### src/rtl/pow2_reconstructor.sv
// Rebuilds a fixed-point word from a 1-based leading-one position and the mantissa bits below it.
// Two-stage elastic pipeline: s1 decodes one-hot/saturation, s2 shifts and optionally rounds.
module pow2_reconstructor #(
    parameter int DATA_W = 32,
    parameter int FRAC_W = 16,
    parameter int W_W    = 6,
    parameter int ROUND  = 0
) (
    input  logic              clk,
    input  logic              rst,
    input  logic              in_valid,
    output logic              in_ready,
    input  logic [W_W-1:0]    w,
    input  logic [FRAC_W-1:0] frac,
    output logic              out_valid,
    input  logic              out_ready,
    output logic [DATA_W-1:0] out_data,
    output logic [DATA_W-1:0] out_onehot,
    output logic              out_sat
);
    localparam int             WIDE_W = DATA_W + FRAC_W;
    localparam logic [W_W-1:0] W_MAX  = W_W'(DATA_W);

    // Handshake: a word moves on any edge where valid & ready are both high; a
    // stage advances when it is empty or the stage after it advances, so
    // out_ready reaches in_ready combinationally and a stalled stage holds.
    logic adv1;
    logic adv2;

    logic              s1_valid_q,  s1_valid_d;
    logic [W_W-1:0]    s1_w_q,      s1_w_d;
    logic [FRAC_W-1:0] s1_frac_q,   s1_frac_d;
    logic [DATA_W-1:0] s1_onehot_q, s1_onehot_d;
    logic              s1_sat_q,    s1_sat_d;

    logic              s2_valid_q,  s2_valid_d;
    logic [DATA_W-1:0] s2_data_q,   s2_data_d;
    logic [DATA_W-1:0] s2_onehot_q, s2_onehot_d;
    logic              s2_sat_q,    s2_sat_d;

    logic              in_sat;
    logic [DATA_W-1:0] in_onehot;
    logic [W_W-1:0]    shamt;
    logic [WIDE_W-1:0] wide;
    logic              round_bit;
    logic [DATA_W-1:0] shifted;
    logic              unused_low;

    assign in_sat    = (w > W_MAX);
    assign in_onehot = (w == '0 || in_sat) ? '0 : (DATA_W'(1) << (w - 1'b1));

    // The mantissa sits FRAC_W bits above the binary point, so shifting by
    // w-1 and dropping the low FRAC_W bits gives both the left and right cases.
    assign shamt      = s1_w_q - 1'b1;
    assign wide       = WIDE_W'({1'b1, s1_frac_q}) << shamt;
    assign round_bit  = (ROUND != 0) ? wide[FRAC_W-1] : 1'b0;
    assign shifted    = wide[FRAC_W +: DATA_W] + DATA_W'(round_bit);
    assign unused_low = ^wide[FRAC_W-1:0];

    always_comb begin
        adv2 = !s2_valid_q || out_ready;
        adv1 = !s1_valid_q || adv2;

        s1_valid_d  = s1_valid_q;
        s1_w_d      = s1_w_q;
        s1_frac_d   = s1_frac_q;
        s1_onehot_d = s1_onehot_q;
        s1_sat_d    = s1_sat_q;
        s2_valid_d  = s2_valid_q;
        s2_data_d   = s2_data_q;
        s2_onehot_d = s2_onehot_q;
        s2_sat_d    = s2_sat_q;

        if (adv1) begin
            s1_valid_d = in_valid;
            if (in_valid) begin
                s1_w_d      = w;
                s1_frac_d   = frac;
                s1_onehot_d = in_onehot;
                s1_sat_d    = in_sat;
            end
        end

        if (adv2) begin
            s2_valid_d = s1_valid_q;
            if (s1_valid_q) begin
                s2_onehot_d = s1_onehot_q;
                s2_sat_d    = s1_sat_q;
                if (s1_sat_q) begin
                    s2_data_d = '1;
                end else if (s1_w_q == '0) begin
                    s2_data_d = '0;
                end else begin
                    s2_data_d = shifted;
                end
            end
        end
    end

    always_ff @(posedge clk or negedge rst) begin
        if (!rst) begin
            s1_valid_q  <= 1'b0;
            s1_w_q      <= '0;
            s1_frac_q   <= '0;
            s1_onehot_q <= '0;
            s1_sat_q    <= 1'b0;
            s2_valid_q  <= 1'b0;
            s2_data_q   <= '0;
            s2_onehot_q <= '0;
            s2_sat_q    <= 1'b0;
        end else begin
            s1_valid_q  <= s1_valid_d;
            s1_w_q      <= s1_w_d;
            s1_frac_q   <= s1_frac_d;
            s1_onehot_q <= s1_onehot_d;
            s1_sat_q    <= s1_sat_d;
            s2_valid_q  <= s2_valid_d;
            s2_data_q   <= s2_data_d;
            s2_onehot_q <= s2_onehot_d;
            s2_sat_q    <= s2_sat_d;
        end
    end

    assign in_ready   = adv1;
    assign out_valid  = s2_valid_q;
    assign out_data   = s2_data_q;
    assign out_onehot = s2_onehot_q;
    assign out_sat    = s2_sat_q;
endmodule

### config.mk
export PLATFORM = sky130hd
export DESIGN_NAME = pow2_reconstructor
export DESIGN_NICKNAME = d
export VERILOG_FILES = /design/src/rtl/pow2_reconstructor.sv
export SDC_FILE = /design/constraint.sdc
export NUM_CORES = 1
export LEC_CHECK = 0
export CAP_MARGIN = 20
export CORE_MARGIN = 4
export CORE_UTILIZATION = 25
export DETAILED_ROUTE_END_ITERATION = 16
export DONT_BUFFER_PORTS = 1
export GPL_TIMING_DRIVEN = 0
export SLEW_MARGIN = 25
export SYNTH_ARGS = -nofsm -noshare
export SYNTH_HDL_FRONTEND = slang
export SYNTH_SLANG_ARGS = --single-unit
### constraint.sdc
create_clock -name clk -period 3 [get_ports clk]
set_input_delay 0.6 -clock clk [delete_from_list [all_inputs] [get_ports clk]]
set_output_delay 0.6 -clock clk [all_outputs]
set_load 0.1 [all_outputs]
# [Word level (Yosys, flattened, before mapping)]
# Cells that the tools add are included.
[totals] wordCells=26 regBits=122
[op_classes] add_sub_neg=2 n_reduce_logical=9 mux=3 n_lt_le_gt_ge=1 n_shift=2
[op_table] operator="32-bit 2-to-1 mux" count=3
[op_table] operator="17-bit by 6-bit << shifter with 48-bit output" count=1
[op_table] operator="1-bit by 6-bit << shifter with 32-bit output, first input constant" count=1
[op_table] operator="6-bit logical NOT" count=2
[op_table] operator="6-bit by 1-bit subtractor with 6-bit output, second input constant" count=2
[op_table] operator="6-bit > comparator, second input constant" count=1
[op_table] operator="2-bit AND reduction" count=2
[op_table] operator="1-bit logical OR" count=3
[op_table] operator="1-bit logical NOT" count=2

# [Longest topological paths before layout]
[logic_depth] word_depth=4 ltp_mapped=11 depth_no_buf=7

# [Least setup slack after synthesis]
# OpenSTA, ideal clock, no wires.
[synth_timing] kind="reg2reg" start="register s2_valid_q, in the netlist out_valid" end="register s1_sat_q" setup_ns=0.136 path_buffers=2 path_stages_with_launch=7 period_less_slack_ns=3.012 required_ns=2.864 arrival_time_ns=2.876 path_slack_ns=-0.012 path_cell_list="dfrtp_1 > nor2b_1 > nand2_1 > nand2_1 > buf_1 > buf_1 > o21ai_0"
[synth_via] elab_chain_len=4
[synth_rtl] element="start: declaration" line="36" source="logic s2_valid_q, s2_valid_d;"
[synth_rtl] element="start signal: assignment" line="117" source="s2_valid_q <= s2_valid_d;"
[synth_rtl] element="1-bit logical NOT" line="61" source="adv2 = !s2_valid_q || out_ready;"
[synth_rtl] element="1-bit logical OR" line="61"
[synth_rtl] element="1-bit logical OR" line="62" source="adv1 = !s1_valid_q || adv2;"
[synth_rtl] element="via in_ready" line="12" source="output logic in_ready,"
[synth_rtl] element="2-bit AND reduction (no line)"
[synth_rtl] element="end signal: assignment" line="116" source="s1_sat_q <= s1_sat_d;"
[synth_rtl] element="end: declaration" line="34" source="logic s1_sat_q, s1_sat_d;"
# The timed path passes the listed nets, and every way through them passes these cells.
# A chain may end at the register's enable or synchronous reset.

# [Worst setup path in the final report]
[layout_timing] start="register s1_w_q[0]" end="register s2_data_q[15], in the netlist out_data[15]"
[layout_via] elab_chain_len=4 word_cells_on_any_way=5 cone_classes="add/sub: 1; shift: 1; mux: 2; reduce/logical: 1"
[layout_rtl] element="start: declaration" line="31" source="logic [W_W-1:0] s1_w_q, s1_w_d;"
[layout_rtl] element="start signal: assignment" line="113" source="s1_w_q <= s1_w_d;"
[layout_rtl] element="6-bit by 1-bit subtractor with 6-bit output" line="54" source="assign shamt = s1_w_q - 1'b1;"
[layout_rtl] element="17-bit by 6-bit << shifter with 48-bit output" line="55" source="assign wide = WIDE_W'({1'b1, s1_frac_q}) << shamt;"
[layout_rtl] element="32-bit 2-to-1 mux *" line="91" source="end else if (s1_w_q == '0) begin"
[layout_rtl] element="32-bit 2-to-1 mux *" line="89" source="if (s1_sat_q) begin"
[layout_rtl] element="end signal: assignment" line="118" source="s2_data_q <= s2_data_d;"
[layout_rtl] element="end: declaration" line="37" source="logic [DATA_W-1:0] s2_data_q, s2_data_d;"
# Mark *: on every way between the ends. The rest lies on a longest branch, timed or not.

==> run metrics <==
Die Y 168 µm; area of the multi-input gates between 0.003 and 0.004 mm²; chip width around 170 µm; met3 Use GR under 10%; Setup CP Type register to register; Reg area 0.00306 mm²; Final Hold Fails 122; final core occ around 30%; Post-Synthesis Cell Area roughly 0.0064 mm²; Initial Util between 20% and 30%; Post-synth top cells 122 x dfrtp_1, 62 x mux2_2, 58 x nand2_1; Worst-Margin Slew ~0.98 ns; hpwl dp about 14000 µm; drc violations 0; status complete, but fails checks; # setup viols final 0; post-route clock period utilization around 95%; VDD IR max 0.000428 V; Post-synth ARST share between 90% and 100%; clock-pin slew on the worst setup and hold paths roughly 0.070 ns; CTS tree done; Synth Warn # 0; max_cap viols 0; Layout area overhead 18.1%; first-pass GRT wire length 30400 µm; I/O pin total between 90 and 100; worst hold margin -0.138 ns; EDFF count, synth 0; top cells by area, synth dfrtp_1 48%, mux2_2 11%, mux4_2 4.9%, mux2i_1 3.9%, nand2_1 3.4%; initial antenna violation count 8; min Tclk post-route ~2.9 ns; DRT antenna net count 0; Total Nets Final roughly 630; Total Power Consumption slightly above 7 mW; Clk Latency, worst-skew pair between 0.4 and 0.5 ns; setup TNS 0 ns; core area about 0.025 mm²; Crit path required time around 3.3 ns; number of global-route vias before repair a little under 5000; failing checks hold timing; #FFs+latches synth about 120; RSZ-0062 raised after global routing false; startpoint types register; GRT busiest layer met2; Synth cell types between 60 and 70; Avg Cell Area, Syn 11.0 µm²; vias per cell a little over 5; largest net degree at the start of global routing between 100 and 150; DR pass1 iterations 7; Fillers approximately 2500; fraction of layout cells with a size suffix above 1 approximately 25%; GRT Total Usage between 10 and 15%; total CTS buffers 17; count leader, synth dfrtp_1; Hold WC Path Type input pin to asynchronous set/reset pin; syn nets just over 600; DR iter-0 viols 416; clk root buf clkbuf_16; grt met1 use between 10% and 20%; gpl congestion approximately 0.92; Synth Flop Type dfrtp_1; Placement Rows between 50 and 60; # clock sinks 122; sequential share of the synthesized area between 40% and 50%; Port Buffers 0; Max Buffers Root-to-Sink 2; Slew Limit Fails 0; H-tree levels 4; reg2reg path depth 9; f_max 349 MHz; WL final between 15000 and 20000 µm; met2 Track Usage GR 22.0%; total grt overflow 0; cells after synthesis 580; Synth top area share 47.8%; area leader, netlist dfrtp_1; worst clock skew 0.0118 ns; critical path fanouts, max 10; vias around 5000; Static Leak 3.08 nW; die area 0.0282 mm²; Critical Path AT approximately 3.1 ns; PD cells ~950 mW/mm²; relative slew slack between 30% and 40%; Setup crit end kind register; WL/cell just over 20 µm
placed cells by master, fill, tap and decap left out, types with 6 or more instances in the layout:
| cell type | n |
|---|---|
| o221ai_1 | 13 |
| nand2_1 | 57 |
| buf_2 | 7 |
| clkbuf_1 | 19 |
| inv_8 | 6 |
| mux2i_1 | 19 |
| mux4_2 | 14 |
| clkbuf_16 | 17 |
| o211ai_1 | 12 |
| inv_1 | 9 |
| mux2_2 | 62 |
| nand2b_1 | 8 |
| or3_1 | 8 |
| nor3_1 | 6 |
| a31oi_1 | 6 |
| nand3_1 | 20 |
| o21ai_0 | 36 |
| a21oi_1 | 33 |
| dfrtp_1 | 120 |
| nor2_1 | 16 |
| o31ai_1 | 12 |
critical path, stage by stage (launching register included):
cell and delay, ns:
dfrtp_2 0.40, buf_8 0.16, clkinvlp_4 0.12, ha_1 0.34, buf_4 0.21, buf_6 0.18
mux2_2 0.35, mux4_2 0.51, o21ai_1 0.28, o221ai_1 0.17
repair_timing:
action / 4_1_cts / 5_1_grt
resized for setup: 20 / 12
pin swaps: 0 / 0
buffers inserted: 2 / 0
hold endpoints to repair: 122 / 122
endpoints found under the setup margin: 83 / 47
layer usage:
layer	share of wire [%]	up-vias	routed length, µm
met2	47	174	9150
met1	42	2418	8070
met4	2.7	10	526
met5	0.25	-	49
met3	8.2	47	1580
li1	-	2222	-
per-stage QoR:
| step | area (µm²) | hold slack (ns) | instances | setup slack [ns] |
|---|---|---|---|---|
| after global routing | 7550 | -0.161 | 945 | 0.0176 |
| after detailed placement | 6810 | 0.308 | 910 | -0.587 |
| after CTS | 7520 | -0.152 | 943 | 0.0411 |
| after floorplan | 6390 | 0.304 | 580 | 0.237 |
| after global placement | 6810 | 0.309 | 910 | -0.621 |
| final | 7550 | -0.138 | 945 | 0.139 |
flip-flops by register name (all words and copies together), names as in the netlist:
| signal | cells |
|---|---|
| out_data | 32 |
| s1_onehot_q | 32 |
| out_onehot | 32 |
| s1_sat_q | 1 |
| s1_frac_q | 16 |
| out_sat | 1 |
| out_valid | 1 |
| s1_w_q | 6 |
| s1_valid_q | 1 |
worst paths after layout:
check / start / to / slack (ns)
worst max-delay path: s1_w_q[0] / out_data[15] / 0.14
worst min-delay path: rst / out_onehot[23] / -0.14
worst max register to register: s1_w_q[0] / out_data[15] / 0.14
worst min register to register: s1_onehot_q[3] / s1_onehot_q[3] / 0.47
max in group asynchronous: rst / out_data[14] / 2.98
min in group clk: in_valid / s1_valid_q / 0.29
where the power goes:
group,internal (mW),switching [mW]
Combinational,0.708,0.999
Clock,1.19,0.895
Sequential,1.84,1.52
Total,3.74,3.41
cells by family (layout without fill, tap and decap cells):
logic type	after synthesis	in the layout	synth area share [%]
other	0	2	0
buffers and inverters	50	83	3.23
adder cells (fa/ha/maj)	2	2	0.391
AND/OR/NAND/NOR	149	149	12.1
XOR/XNOR	8	8	1.33
multiplexers	102	102	19.9
AO/OA/AOI/OAI	147	147	15.3
flip-flops	122	122	47.8
final cells by class:
cell class                      instances  share of cell area (%)
Multi-Input combinational cell        408                    42.8
Sequential cell                       122                    40.5
Clock buffer                           17                    5.63
Tap cell                              330                    5.47
Buffer                                 39                    2.55
Clock inverter                         15                    2.29
Inverter                               10                   0.547
Timing Repair Buffer                    2                   0.199
Antenna cell                            2                  0.0663
Note: power is estimated with default switching activity, not from simulation.
